[src/rtl/regfile_bypass_sb.sv]
// Parametrised two-read/one-write register file with registered read ports,
// optional hard-wired zero register, optional write-to-read bypass and a busy scoreboard.
module regfile_bypass_sb #(
    parameter int DATA_W    = 16,
    parameter int ADDR_W    = 3,
    parameter int ZERO_REG  = 1,
    parameter int BYPASS_EN = 1
) (
    input  logic              Clk,
    input  logic              Rst,
    input  logic [ADDR_W-1:0] RA,
    input  logic [ADDR_W-1:0] RB,
    input  logic              enReg,
    input  logic [ADDR_W-1:0] RW,
    input  logic [DATA_W-1:0] BusW,
    input  logic              RegWrite,
    input  logic              SetBusy,
    input  logic [ADDR_W-1:0] BusyAddr,
    output logic [DATA_W-1:0] BusA,
    output logic [DATA_W-1:0] BusB,
    output logic              BusyA,
    output logic              BusyB
);

    localparam int NREG = 2 ** ADDR_W;

    logic [DATA_W-1:0] regs [NREG];
    logic [NREG-1:0]   busy;

    logic              write_ok;
    logic              set_ok;
    logic [DATA_W-1:0] val_a;
    logic [DATA_W-1:0] val_b;
    logic              busy_a;
    logic              busy_b;

    assign write_ok = RegWrite && !((ZERO_REG != 0) && (RW == '0));
    assign set_ok   = SetBusy  && !((ZERO_REG != 0) && (BusyAddr == '0));

    // Forwarded busy only reflects the write's clear; a same-edge set shows up on the next read.
    always_comb begin
        val_a  = regs[RA];
        busy_a = busy[RA];
        if ((BYPASS_EN != 0) && write_ok && (RW == RA)) begin
            val_a  = BusW;
            busy_a = 1'b0;
        end
        if ((ZERO_REG != 0) && (RA == '0)) begin
            val_a  = '0;
            busy_a = 1'b0;
        end

        val_b  = regs[RB];
        busy_b = busy[RB];
        if ((BYPASS_EN != 0) && write_ok && (RW == RB)) begin
            val_b  = BusW;
            busy_b = 1'b0;
        end
        if ((ZERO_REG != 0) && (RB == '0)) begin
            val_b  = '0;
            busy_b = 1'b0;
        end
    end

    // The set is assigned after the write's clear so a new producer keeps the register busy.
    always_ff @(posedge Clk) begin
        if (Rst) begin
            for (int i = 0; i < NREG; i++) begin
                regs[i] <= '0;
            end
            busy  <= '0;
            BusA  <= '0;
            BusB  <= '0;
            BusyA <= 1'b0;
            BusyB <= 1'b0;
        end else begin
            if (write_ok) begin
                regs[RW] <= BusW;
                busy[RW] <= 1'b0;
            end
            if (set_ok) begin
                busy[BusyAddr] <= 1'b1;
            end
            if (enReg) begin
                BusA  <= val_a;
                BusB  <= val_b;
                BusyA <= busy_a;
                BusyB <= busy_b;
            end
        end
    end

endmodule

[config.mk]
export PLATFORM = sky130hd
export DESIGN_NAME = regfile_bypass_sb
export DESIGN_NICKNAME = d
export VERILOG_FILES = /design/src/rtl/regfile_bypass_sb.sv
export SDC_FILE = /design/constraint.sdc
export NUM_CORES = 1
export LEC_CHECK = 0
export ABC_AREA = 0
export CAP_MARGIN = 0
export CORE_MARGIN = 2
export CORE_UTILIZATION = 23
export DETAILED_ROUTE_END_ITERATION = 7
export GPL_ROUTABILITY_DRIVEN = 0
export GPL_TIMING_DRIVEN = 0
export PLACE_DENSITY_LB_ADDON = 0.12
export SLEW_MARGIN = 10
export SYNTH_ARGS = -nofsm -noshare
export SYNTH_HDL_FRONTEND = slang
export SYNTH_SLANG_ARGS = --single-unit
[constraint.sdc]
create_clock -name Clk -period 4.55 [get_ports Clk]
set_clock_uncertainty 0.15 [all_clocks]
set_input_delay 0.91 -clock Clk [delete_from_list [all_inputs] [get_ports Clk]]
set_output_delay 0.91 -clock Clk [all_outputs]
set_load 0.05 [all_outputs]
## Word-level counts from Yosys, hierarchy flattened

Memories as Yosys holds them, arrays and structs flattened.
Cells that the tools add are included.
Widths: inputs -> output; s select.

| cells by class | value |
|---|---|
| magnitude comparators | 6 |
| equality and inequality tests | 2 |
| muxes and demuxes | 27 |
| bitwise gates (word level) | 3 |
| reductions and logical operators | 13 |

Operators by type and width:

| cell | number |
|---|---|
| $mux 16 | 5 |
| $mux 8 | 3 |
| $lt 3x4->1 const B | 4 |
| $reduce_or 16->1 | 1 |
| $mux 1 | 14 |
| $logic_not 3->1 | 4 |
| $and 8x8->8 | 1 |
| $not 8->8 | 1 |
| $or 8x8->8 | 1 |
| $bmux 1 s3 | 2 |
| $demux 1 s3 | 2 |
| $eq 3x3->1 | 2 |
| $ge 3x1->1 const B | 2 |
| $logic_and 1x1->1 | 6 |
| $mux 3 | 1 |
| $logic_not 1->1 | 2 |

| storage, ports and cells | value |
|---|---|
| flip-flop bits (word level) | 42 |
| bits in writable memories | 128 |
| logic and storage cells | 57 |
| memories kept | 1 |

Memory list:

| name | depth | bits a word | read ports | clocked after memory_dff | wr ports | RTL line | source |
|---|---|---|---|---|---|---|---|
| regs | 8 | 16 | 2 | 0 | 8 | 27 | `logic [DATA_W-1:0] regs [NREG];` |

## Depth between registers and ports, before layout

| logic depth | value |
|---|---|
| depth after elaboration | 10 |
| depth in mapped cells | 7 |

## Worst setup path before layout

OpenSTA, ideal clock, no wires.

| timing | value |
|---|---|
| path type | in2reg |
| from | in RW[1] |
| to | mem regs[2][0] (enable) |
| library setup time | 414 ps |
| arrival time | 2,552 ps |
| required time | 3,986 ps |
| slack | 1,434 ps |
| stages | 3 |
| buffers on the path | 1 |
| path through | buf_6 > or2b_1 > o21ai_0 |

RTL lines:

| item | RTL line | source |
|---|---|---|
| from (decl) | 14 | `input logic [ADDR_W-1:0] RW,` |
| to (decl) | 27 |  |

==> results.toml <==
[route]
drt-wirelength-per-cell_um = 25.3
drt_iter0_drc = 355
drc = 0
vias = 5366
first_pass_iters = 4
drt_wl_total_mm = 28.8
vias_per_cell = 4.71
detail-route-antenna-nets = 0

[global_route]
use_met1 = 0.194
met2_usage = 0.283
grt_pass1_vias = 5844
grt_pass1_wl_mm = 41.8
busiest_layer = "met2"
gr-usage-all-layers = 0.157
grt_start_max_net_pins = 17
use_met3 = 0.0254
grt.overflow.total = 0
grt_antenna_before_repair = 1

[finish]
nFillCells = 3652
final_layout_size_suffix_gt1_frac = 0.212
design_area_mm2 = 0.0105
syn2layout_area_growth_pct = 24.1
nNetsFinal = 690

[sta]
setup_violations = 0
min_period_ns = 3.70
rsz0062_at_grt = "no"
fmax_ghz = 0.270
hold_viol_final = 0
fin_crit_sh = 0.813
fin_setup_tns_ns = 0
hold_ws_ns = 0.336
slew_headroom = 0.204
fin_ws_ns = 0.851
tightest_slew_ns = 1.19
drv_slew = 0

[synthesis]
synth.top_cell.area_share = 0.456
async_reset_ff_frac = 0
synthCells = 556
yosysTopAreaCell = "edfxtp_1"
avgSynthCellArea_um2 = 15.2
synth-edff-count = 128
yosys.cell_types.count = 33
ys_warn_count = 0
ys.flop_type = "edfxtp_1"
seq_area_frac_synth = 0.555
ys_ff_latch = 170
synthTopCellsByArea = "edfxtp_1, mux4_2, dfxtp_1, and2_1, mux2i_1"
syn_area_mm2 = 0.00844
yosysMostFrequentCell = "edfxtp_1"
synth_commonest_cells = "edfxtp_1, and2_1, mux4_2, dfxtp_1, nor3_1"

[worst_setup_path]
worst-endpoint-required_ns = 4.70
end_kind = "flip-flop"
arrival_ns = 3.85
cpPeakStageDelay_ns = 1.04
path_max_fanout = 10
path_cells = "clkdlybuf4s50_1, nand2b_1, nor3_1, clkbuf_1, and2_1"
critPathSlowestCell = "nor3_1"
startpoint_type = "primary input"
crit_type = "primary input to flip-flop"

[place]
placed_cell_area_mm2 = 0.00989
pre_cts_slack_ns = 0.417
dpl.hpwl_mm = 19.7
portBuffers = 60

[cts]
cts_resized = 0
root_buffer = "clkbuf_16"
ctsHoldBuffers = 0
cts_sinks = 170
cts_setup_buffers = 0
htreeDepth = 4
cts_tree = "done"
clk_latency_ns = 0.44
cts_buffers = 17
cts.path.max_buffers = 2
cts.clk_slew.worst_paths_ns = 0.07

[die]
rows = 70
die_area_mm2 = 0.0382
start_util = 0.232
die_y_um = 196
io_pins = 67
fp.coreArea_mm2 = 0.0363
die_w_um = 196

[pwr]
ir_drop_mv = 0.254
power_leakage_nw = 3.57
power_mw = 3.90
power_density_mw_per_mm2 = 373

[run_status]
status = "finished, final reports clean"

[flow_run]
cap_violations = 0

[min_path]
hold_class = "flip-flop to flip-flop"
[metal layers]
metal  up-vias  wire, um
met1      2825     12400
li1       2390         -
met3        15      1070
met2       136     15000
met4         0       352
met5         -         0
[layout make-up]
| cell class | instances | area, um2 | share of cell area |
|---|---|---|---|
| sequential | 170 | 4680 | 0.447 |
| multi-input combinational | 355 | 3610 | 0.345 |
| timing repair buffer | 67 | 728 | 0.0696 |
| tap | 468 | 586 | 0.0559 |
| clock buffer | 19 | 433 | 0.0414 |
| buffer | 41 | 254 | 0.0243 |
| clock inverter | 13 | 145 | 0.0139 |
| inverter | 5 | 18.8 | 0.00179 |
| antenna | 2 | 5.00 | 0.000478 |
[worst paths after layout]
| check | startpoint | end | slack, ns | cells after the start |
|---|---|---|---|---|
| setup / recovery | RW[2] | regs[3][5] | 0.85 | 5 |
| hold reg to reg | busy[0] | busy[0] | 0.34 | 1 |
| setup reg to reg | regs[7][14] | BusB[14] | 2.80 | 4 |
| hold / removal | busy[0] | busy[0] | 0.34 | 1 |
[cell families after synthesis]
logic type             synth area share
multiplexers                      0.222
AND/OR/NAND/NOR                   0.125
AO/OA/AOI/OAI                    0.0590
other                          0.000445
XOR/XNOR                        0.00623
flip-flops                        0.555
buffers and inverters            0.0322
[layout by cell type, fill, tap and decap left out, types with 8 or more instances in the layout]
master / instances
a221o_1: 32
and2_1: 112
buf_2: 9
buf_4: 8
clkbuf_1: 16
clkbuf_16: 17
clkdlybuf4s50_1: 60
conb_1: 16
dfxtp_1: 42
edfxtp_1: 128
mux2i_1: 34
mux4_2: 68
nor3_1: 35
[state kept, by name, indices dropped and copies added, names as in the netlist]
signal,count
BusyB,1
BusyA,1
BusA,16
busy,8
regs,128
BusB,16
[per-stage QoR]
| step | utilization | cells |
|---|---|---|
| after floorplan | - | 571 |
| after global placement | 0.266 | 1099 |
| after detailed placement | 0.272 | 1106 |
| after CTS | 0.288 | 1138 |
| after global routing | 0.288 | 1138 |
| final | 0.288 | 1140 |
[worst max-delay path: cells and delay by family]
| kind | cells | cell delay [ns] |
|---|---|---|
| and+or+nand+nor | 3 | 1.71 |
| buffers and inverters | 2 | 1.21 |
[where the power goes]
part           switching (mW)  leakage (nW)  internal [mW]
sequential             0.0532          1.58           1.78
combinational           0.347          1.72          0.254
clock                   0.659         0.263          0.814
total                    1.06          3.57           2.84
(Power assumes the default switching activity.)
